--- src/rtl/uart_pkg.sv ---
// Shared definitions for the UART receive path and the peripheral decoder
// that maps it into the CPU data-memory space.
`timescale 1ns/1ps
package uart_pkg;

  typedef enum logic [2:0] {
    ST_IDLE  = 3'd0,
    ST_START = 3'd1,
    ST_DATA  = 3'd2,
    ST_STOP  = 3'd3,
    ST_BRK   = 3'd4
  } rx_state_e;

  localparam int OVS_RATE  = 16;
  localparam int OVS_MID   = 7;
  localparam int DATA_BITS = 8;

  localparam logic [3:0] OVS_LAST_C = 4'(OVS_RATE - 1);
  localparam logic [3:0] OVS_MID_C  = 4'(OVS_MID);
  localparam logic [2:0] BIT_LAST_C = 3'(DATA_BITS - 1);

  // Byte offsets of the UART registers inside the peripheral window
  localparam logic [7:0] UART_RX_DATA_OFS = 8'h00;
  localparam logic [7:0] UART_RX_STAT_OFS = 8'h04;
  localparam logic [7:0] UART_CTRL_OFS    = 8'h08;

  localparam int STAT_RX_VALID_BIT  = 0;
  localparam int STAT_OVERRUN_BIT   = 1;
  localparam int STAT_FRAME_ERR_BIT = 2;

  function automatic logic [7:0] pack_rx_status(input logic valid,
                                                input logic ovr,
                                                input logic ferr);
    logic [7:0] v;
    v = 8'h00;
    v[STAT_RX_VALID_BIT]  = valid;
    v[STAT_OVERRUN_BIT]   = ovr;
    v[STAT_FRAME_ERR_BIT] = ferr;
    return v;
  endfunction

endpackage

--- src/rtl/baud_tick_gen.sv ---
// Free-running divider producing a one-cycle tick every DIV clocks
// (the 16x oversample strobe for the receiver).
`timescale 1ns/1ps
module baud_tick_gen #(
  parameter int DIV = 1
) (
  input  logic clk,
  input  logic rst,
  output logic tick
);

  localparam int CW = (DIV > 1) ? $clog2(DIV) : 1;
  localparam logic [CW-1:0] LAST_C = CW'(DIV - 1);

  logic [CW-1:0] r_count;
  logic          w_wrap;

  assign w_wrap = (r_count == LAST_C);
  assign tick   = w_wrap;

  // Divider counter, wraps to zero on the tick cycle
  always_ff @(posedge clk) begin
    if (rst) begin
      r_count <= '0;
    end else if (w_wrap) begin
      r_count <= '0;
    end else begin
      r_count <= r_count + 1'b1;
    end
  end

endmodule

--- src/rtl/uart_rx_ctrl.sv ---
// 8N1 UART receiver with 16x oversampling, one-byte holding register,
// sticky overrun/frame-error flags and a level interrupt.
`timescale 1ns/1ps
module uart_rx_ctrl
  import uart_pkg::*;
#(
  parameter int CLK_HZ = 50000000,
  parameter int BAUD   = 9600
) (
  input  logic       clk,
  input  logic       rst,
  input  logic       rx,
  input  logic       rd_en,
  input  logic       clr_err,
  input  logic       irq_en,
  output logic [7:0] rx_data,
  output logic       rx_valid,
  output logic       overrun,
  output logic       frame_err,
  output logic       irq
);

  localparam int DIV = CLK_HZ / (BAUD * OVS_RATE);

  logic                 r_sync1;
  logic                 r_sync2;
  logic                 w_rx_s;
  logic                 w_tick;
  rx_state_e            r_state;
  rx_state_e            w_state_nxt;
  logic [3:0]           r_ovs;
  logic [3:0]           w_ovs_nxt;
  logic [2:0]           r_bit;
  logic [2:0]           w_bit_nxt;
  logic [DATA_BITS-1:0] r_shift;
  logic [DATA_BITS-1:0] w_shift_nxt;
  logic                 w_stop_ok;
  logic                 w_stop_bad;
  logic                 r_load_pend;
  logic [7:0]           r_rx_data;
  logic                 r_rx_valid;
  logic                 r_overrun;
  logic                 r_frame_err;

  baud_tick_gen #(.DIV(DIV)) u_tick (
    .clk  (clk),
    .rst  (rst),
    .tick (w_tick)
  );

  assign w_rx_s = r_sync2;

  // Synchronizer and receive FSM state; sync flops reset high so a
  // reset mid-frame re-arms in IDLE without a break wait
  always_ff @(posedge clk) begin
    if (rst) begin
      r_sync1 <= 1'b1;
      r_sync2 <= 1'b1;
      r_state <= ST_IDLE;
      r_ovs   <= 4'd0;
      r_bit   <= 3'd0;
      r_shift <= '0;
    end else begin
      r_sync1 <= rx;
      r_sync2 <= r_sync1;
      r_state <= w_state_nxt;
      r_ovs   <= w_ovs_nxt;
      r_bit   <= w_bit_nxt;
      r_shift <= w_shift_nxt;
    end
  end

  // Next-state logic; the FSM only moves on oversample ticks
  always_comb begin
    w_state_nxt = r_state;
    w_ovs_nxt   = r_ovs;
    w_bit_nxt   = r_bit;
    w_shift_nxt = r_shift;
    w_stop_ok   = 1'b0;
    w_stop_bad  = 1'b0;
    if (w_tick) begin
      case (r_state)
        ST_IDLE: begin
          if (!w_rx_s) begin
            w_state_nxt = ST_START;
            w_ovs_nxt   = 4'd0;
          end else begin
            w_state_nxt = ST_IDLE;
          end
        end
        ST_START: begin
          if (r_ovs == OVS_MID_C) begin
            if (!w_rx_s) begin
              w_state_nxt = ST_DATA;
              w_ovs_nxt   = 4'd0;
              w_bit_nxt   = 3'd0;
            end else begin
              w_state_nxt = ST_IDLE;
            end
          end else begin
            w_ovs_nxt = r_ovs + 4'd1;
          end
        end
        ST_DATA: begin
          if (r_ovs == OVS_LAST_C) begin
            w_shift_nxt = {w_rx_s, r_shift[DATA_BITS-1:1]};
            w_ovs_nxt   = 4'd0;
            if (r_bit == BIT_LAST_C) begin
              w_state_nxt = ST_STOP;
            end else begin
              w_bit_nxt = r_bit + 3'd1;
            end
          end else begin
            w_ovs_nxt = r_ovs + 4'd1;
          end
        end
        ST_STOP: begin
          if (r_ovs == OVS_LAST_C) begin
            w_ovs_nxt = 4'd0;
            if (w_rx_s) begin
              w_stop_ok   = 1'b1;
              w_state_nxt = ST_IDLE;
            end else begin
              w_stop_bad  = 1'b1;
              w_state_nxt = ST_BRK;
            end
          end else begin
            w_ovs_nxt = r_ovs + 4'd1;
          end
        end
        ST_BRK: begin
          // A held-low line must go idle before another start is accepted
          if (w_rx_s) begin
            w_state_nxt = ST_IDLE;
          end else begin
            w_state_nxt = ST_BRK;
          end
        end
        default: begin
          w_state_nxt = ST_IDLE;
        end
      endcase
    end else begin
      w_state_nxt = r_state;
    end
  end

  // Holding register and sticky flags; a load coinciding with a read
  // replaces the byte instead of flagging overrun
  always_ff @(posedge clk) begin
    if (rst) begin
      r_load_pend <= 1'b0;
      r_rx_data   <= 8'h00;
      r_rx_valid  <= 1'b0;
      r_overrun   <= 1'b0;
      r_frame_err <= 1'b0;
    end else begin
      r_load_pend <= w_stop_ok;
      if (r_load_pend && (!r_rx_valid || rd_en)) begin
        r_rx_data  <= r_shift;
        r_rx_valid <= 1'b1;
      end else if (rd_en) begin
        r_rx_valid <= 1'b0;
      end
      if (r_load_pend && r_rx_valid && !rd_en) begin
        r_overrun <= 1'b1;
      end else if (clr_err) begin
        r_overrun <= 1'b0;
      end
      if (w_stop_bad) begin
        r_frame_err <= 1'b1;
      end else if (clr_err) begin
        r_frame_err <= 1'b0;
      end
    end
  end

  assign rx_data   = r_rx_data;
  assign rx_valid  = r_rx_valid;
  assign overrun   = r_overrun;
  assign frame_err = r_frame_err;
  assign irq       = r_rx_valid & irq_en;

endmodule

--- config.mk ---
export PLATFORM = sky130hd
export DESIGN_NAME = uart_rx_ctrl
export DESIGN_NICKNAME = d
export VERILOG_FILES = /design/src/rtl/uart_pkg.sv /design/src/rtl/baud_tick_gen.sv /design/src/rtl/uart_rx_ctrl.sv
export SDC_FILE = /design/constraint.sdc
export NUM_CORES = 1
export LEC_CHECK = 0
export ABC_CLOCK_PERIOD_IN_PS = 4200
export CORE_MARGIN = 10
export CORE_UTILIZATION = 60
export DETAILED_ROUTE_END_ITERATION = 16
export PLACE_DENSITY = 0.93
export SYNTH_ARGS = -nofsm -noshare
export SYNTH_HDL_FRONTEND = slang
export SYNTH_SLANG_ARGS = --single-unit
export TNS_END_PERCENT = 5
--- constraint.sdc ---
create_clock -name clk -period 4.2 [get_ports clk]
set_input_delay 0.84 -clock clk [delete_from_list [all_inputs] [get_ports clk]]
set_output_delay 0.84 -clock clk [all_outputs]
set_load 0.05 [all_outputs]
# After elaboration in Yosys (flattened, before gate mapping)
# Index checks and enable logic that the tools add are counted.
totals:
  elab_cells: 79
  input_bits: 6
  register_bits: 41
  output_inout_bits: 12
classes:
  n_reduce_logical: 19
  mux: 27
  n_bitwise: 4
  addsub: 3
  n_eq_ne: 14
op_table:
  columns: ["cell", "n"]
  rows:
  - ["3-bit two-way mux", 9]
  - ["3-bit one-hot mux with 5 select lines", 1]
  - ["4-bit two-way mux", 3]
  - ["2-bit != test, second input constant", 6]
  - ["4-bit one-hot mux with 3 select lines", 1]
  - ["1-bit two-way mux", 11]
  - ["9-bit by 1-bit adder with 9-bit output, second input constant", 1]
  - ["9-bit == test, second input constant", 1]
  - ["2-bit nonzero test", 4]
  - ["3-bit by 2-bit == test with 1-bit output, second input constant", 2]
  - ["3-bit == test, second input constant", 2]
  - ["3-bit one-hot mux with 2 select lines", 1]
  - ["6-bit AND reduction", 1]
  - ["5-bit AND reduction", 1]
  - ["4-bit by 1-bit adder with 4-bit output, second input constant", 1]
  - ["4-bit by 3-bit == test with 1-bit output, second input constant", 1]
  - ["4-bit == test, second input constant", 1]
  - ["2-bit OR reduction", 2]
  - ["4-bit OR reduction", 1]
  - ["3-bit by 1-bit adder with 3-bit output, second input constant", 1]
  - ["3-bit by 1-bit == test with 1-bit output, second input constant", 1]
  - ["1-bit logical AND", 3]
  - ["3-bit logical NOT", 1]
  - ["1-bit NOT", 3]
  - ["7 further kinds", 8]

# Longest topological paths before layout
logic_depth:
  depth_word: 5
  depth_mapped: 7
  ltp_nobuf: 6

# Modules after synthesis
# A second synthesis with hierarchy kept.
unflattened:
  hier_cells: 199
  area_unflattened_um2: 1843.0
by_module_without_submodules:
  columns: ["module", "n_inst", "cells_per_inst", "seq_area_each_um2", "area_per_inst_um2"]
  rows:
  - ["uart_rx_ctrl", 1, 151, 640.6, 1402.6]
  - ["baud_tick_gen", 1, 48, 180.2, 440.4]

# Least setup slack after synthesis
# OpenSTA, ideal clock, no wires.
synth_path:
  path_type: "in2out"
  from: "in irq_en"
  to: "out irq"
  setup_slack_ps: 2108
  t_arrival_ps: 1252
  path_stages: 1
  path_buffers: 0
  cell_sequence: "and2_1"
synth_via:
  elab_chain_len: 1
synth_rtl:
  columns: ["element", "line_no", "text"]
  rows:
  - ["start: declaration", "uart_rx_ctrl.sv:15", "input logic irq_en,"]
  - ["1-bit bitwise AND", "uart_rx_ctrl.sv:182", "assign irq = r_rx_valid & irq_en;"]
  - ["end: declaration", "uart_rx_ctrl.sv:20", "output logic irq"]
# Every way passes these cells.

# Final worst setup path
# Same ends and word-level chain as after synthesis.

==> reports/metrics.yaml <==
clocking:
  path_clk_slew_ns: 0.11
  clock_sinks: 41
  postCtsSetupBuffers: 0
  hold_buffers: 0
  htreeDepth: 2
  cts_tree: "done"
  root_buffer: "clkbuf_4"
  clock_latency_ns: 0.35
  numCtsBuffers: 5
  ctsResizeCount: 0
  cts_max_path_buffers: 2
min_path:
  worstHoldStart: "r_sync1"
  holdCritPathClass: "flop to flop"
  whs_endpoint: "r_sync2"
  min_path_cells: 1
setup_path:
  arrival_ns: 2.20
  end_kind: "output pin"
  slowest_delay_ns: 0.80
  worst-path-buf-inv: 2
  reg2reg_slack_ns: 2.31
  rr_startpoint: "r_ovs[0]"
  crit_chain: "clkdlybuf4s50_1, and2_1, clkdlybuf4s50_1"
  path_class: "input port to output pin"
  path_common_cell: "clkdlybuf4s50_1"
  crit_family: "buffers and inverters"
  start_kind: "input port"
  slowest_stage: "clkdlybuf4s50_1"
  crit_fanout: 1
  critPathRequiredTime_ns: 3.36
  ff2ff_path_depth: 5
  r2r-end: "r_bit[2]"
floorplan:
  num_rows: 20
  die_h_um: 75.4
  coreArea_sq_mm: 0.00300
  io-pin-count: 18
  dieWidth_um: 75.4
  initial_utilization: 0.613
  die_area_sq_mm: 0.00569
global_routing:
  grt_pass1_wl_um: 6030
  grt_pass1_vias: 1374
  grt_usage: 0.136
  overflow: 0
  grt_max_degree: 33
  antenna_found_initial: 0
synth:
  yosysWarnings: 0
  synth_cells: 196
  syn_nets: 207
  ys_ff_latch: 41
  synth-edff-count: 0
  syn_avg_cell_area_sq_um: 9.40
  syn_area_sq_mm: 0.00184
  synthArstFlopShare: 0
  yosysSeqAreaShare: 0.446
  synth-main-ff-cell: "dfxtp_1"
  post_synth_num_cell_types: 48
layout:
  nNetsFinal: 222
  drive_gt1_frac: 0.0900
  area_growth_pct: 13.5
  antennaDiodeCount: 0
  nFillCells: 238
placement:
  dp_hpwl_um: 2620
  io_buffers: 17
  gp_congestion: 0.876
run_status:
  status: "finished, final reports clean"
timing:
  whs_ns: 0.420
  max_freq_mhz: 329
  worst_slew_pin_slew_ns: 0.499
  final.setup_skew_ns: 0.00504
  relSlewSlack: 0.663
  finalHoldViolations: 0
  finalCriticalPeriod_ns: 3.04
  fin_setup_tns_ns: 0
  final_max_slew_viol_count: 0
  grt_setup_unrepaired: "false"
  setup_viol_count_final: 0
  period_share: 0.723
power:
  p_leak_nw: 0.914
  ir_drop_v: 0.000279
  p_per_area_mw_per_mm2: 315
routing:
  vias_per_cell: 5.94
  num_vias: 1449
  drt-initial-drc-count: 71
  routed_wl_um: 3590
  ant_nets: 0
  wire_per_inst_um: 14.7
  dr.pass1.iters: 4
  drc: 0
flow_run:
  maxCapViolations: 0
-- registers in the layout (all words and copies together), names as in the netlist --
signal / count
u_tick.r_count: 9
r_shift: 8
rx_data: 8
r_ovs: 4
r_bit: 3
r_state: 3
frame_err: 1
overrun: 1
r_load_pend: 1
r_sync1: 1
r_sync2: 1
rx_valid: 1
-- cell usage in the layout, fill, tap and decap left out, drive strengths merged, types with 4 or more instances in the layout --
| master | netlist | routed |
|---|---|---|
| dfxtp | 41 | 41 |
| nor2 | 32 | 32 |
| clkdlybuf4s50 | 0 | 17 |
| mux2i | 16 | 16 |
| nand2 | 10 | 10 |
| a21oi | 10 | 10 |
| xor2 | 6 | 6 |
| nand3 | 5 | 5 |
| ha | 5 | 5 |
| clkbuf | 6 | 5 |
| nand4 | 5 | 5 |
| inv | 4 | 4 |
| nand2b | 4 | 4 |
-- worst reg2reg max path: cells and delay by family (launching register included) --
kind,cells,cell delay [ns]
AND/OR/NAND/NOR,2,0.42
adder cells (fa/ha/maj),1,0.30
AO/OA/AOI/OAI,2,0.66
flip-flops,1,0.42
-- cell families (layout without fill, tap and decap cells) --
logic type,count (synthesis),after routing,synth area share
AO/OA/AOI/OAI,27,27,0.101
AND/OR/NAND/NOR,85,85,0.263
buffers and inverters,14,29,0.0312
adder cells (fa/ha/maj),5,5,0.0340
flip-flops,41,41,0.446
XOR/XNOR,8,8,0.0380
multiplexers,16,16,0.0870
-- metal layers --
metal / routed length, um / up-vias / global-route usage / share of wire
met3: 195 / 6 / 0.0469 / 0.054
li1: - / 723 / - / -
met5: 0 / - / 0 / 0
met2: 1720 / 26 / 0.219 / 0.48
met1: 1610 / 694 / 0.157 / 0.45
met4: 65 / 0 / 0.0660 / 0.018
-- Yosys cell counts, types with 2 or more instances --
cell type,n,share of area
dfxtp_1,41,0.45
nor2_1,32,0.065
mux2i_1,16,0.087
a21oi_1,10,0.027
nand2_1,10,0.020
clkbuf_1,6,0.012
xor2_1,6,0.029
ha_1,5,0.034
nand3_1,5,0.014
buf_2,4,0.011
inv_1,4,0.0081
nand2b_1,4,0.014
nand4_1,4,0.014
a31o_2,3,0.014
nor2b_1,3,0.010
o21ai_0,3,0.0081
and2_1,2,0.0068
and3_1,2,0.0068
nor3_1,2,0.0054
nor4b_1,2,0.0095
or2_2,2,0.0068
or3_1,2,0.0068
or4_1,2,0.0081
xnor2_1,2,0.0095
-- report_power, final --
part / total [mW] / switching (mW) / internal [mW] / leakage [nW]
registers: 0.398 / 0.00536 / 0.392 / 0.331
logic: 0.0203 / 0.0108 / 0.00950 / 0.542
clock network: 0.241 / 0.120 / 0.121 / 0.0410
-- metrics by stage --
step / power, mW / worst slack, ns / std cells / utilization / area, sq um
after global placement: 0.426 / 1.16 / 237 / 0.672 / 2020
after global routing: 0.685 / 1.13 / 244 / 0.696 / 2090
after detailed placement: 0.427 / 1.16 / 237 / 0.672 / 2020
after CTS: 0.665 / 1.15 / 244 / 0.696 / 2090
final: 0.659 / 1.16 / 244 / 0.696 / 2090
after floorplan: 0.417 / 2.11 / 196 / - / 1840
-- cell type report --
class	instances	area, sq um	share of cell area
tap	33	41.3	0.0197
clock inverter	2	35.0	0.0168
clock buffer	5	37.5	0.0180
multi-input combinational	141	963	0.461
timing repair buffer	18	178	0.0850
sequential	41	821	0.393
inverter	4	15.0	0.00718
-- worst max-delay path by stage --
stage | slack (ns) | cells after the start | to | from
after floorplan | 2.11 | 1 | irq | irq_en
after global placement | 1.16 | 3 | irq | irq_en
after detailed placement | 1.16 | 3 | irq | irq_en
after CTS | 1.15 | 3 | irq | irq_en
after global routing | 1.13 | 3 | irq | irq_en
final | 1.16 | 3 | irq | irq_en
Power figures use the tool's default switching activity.
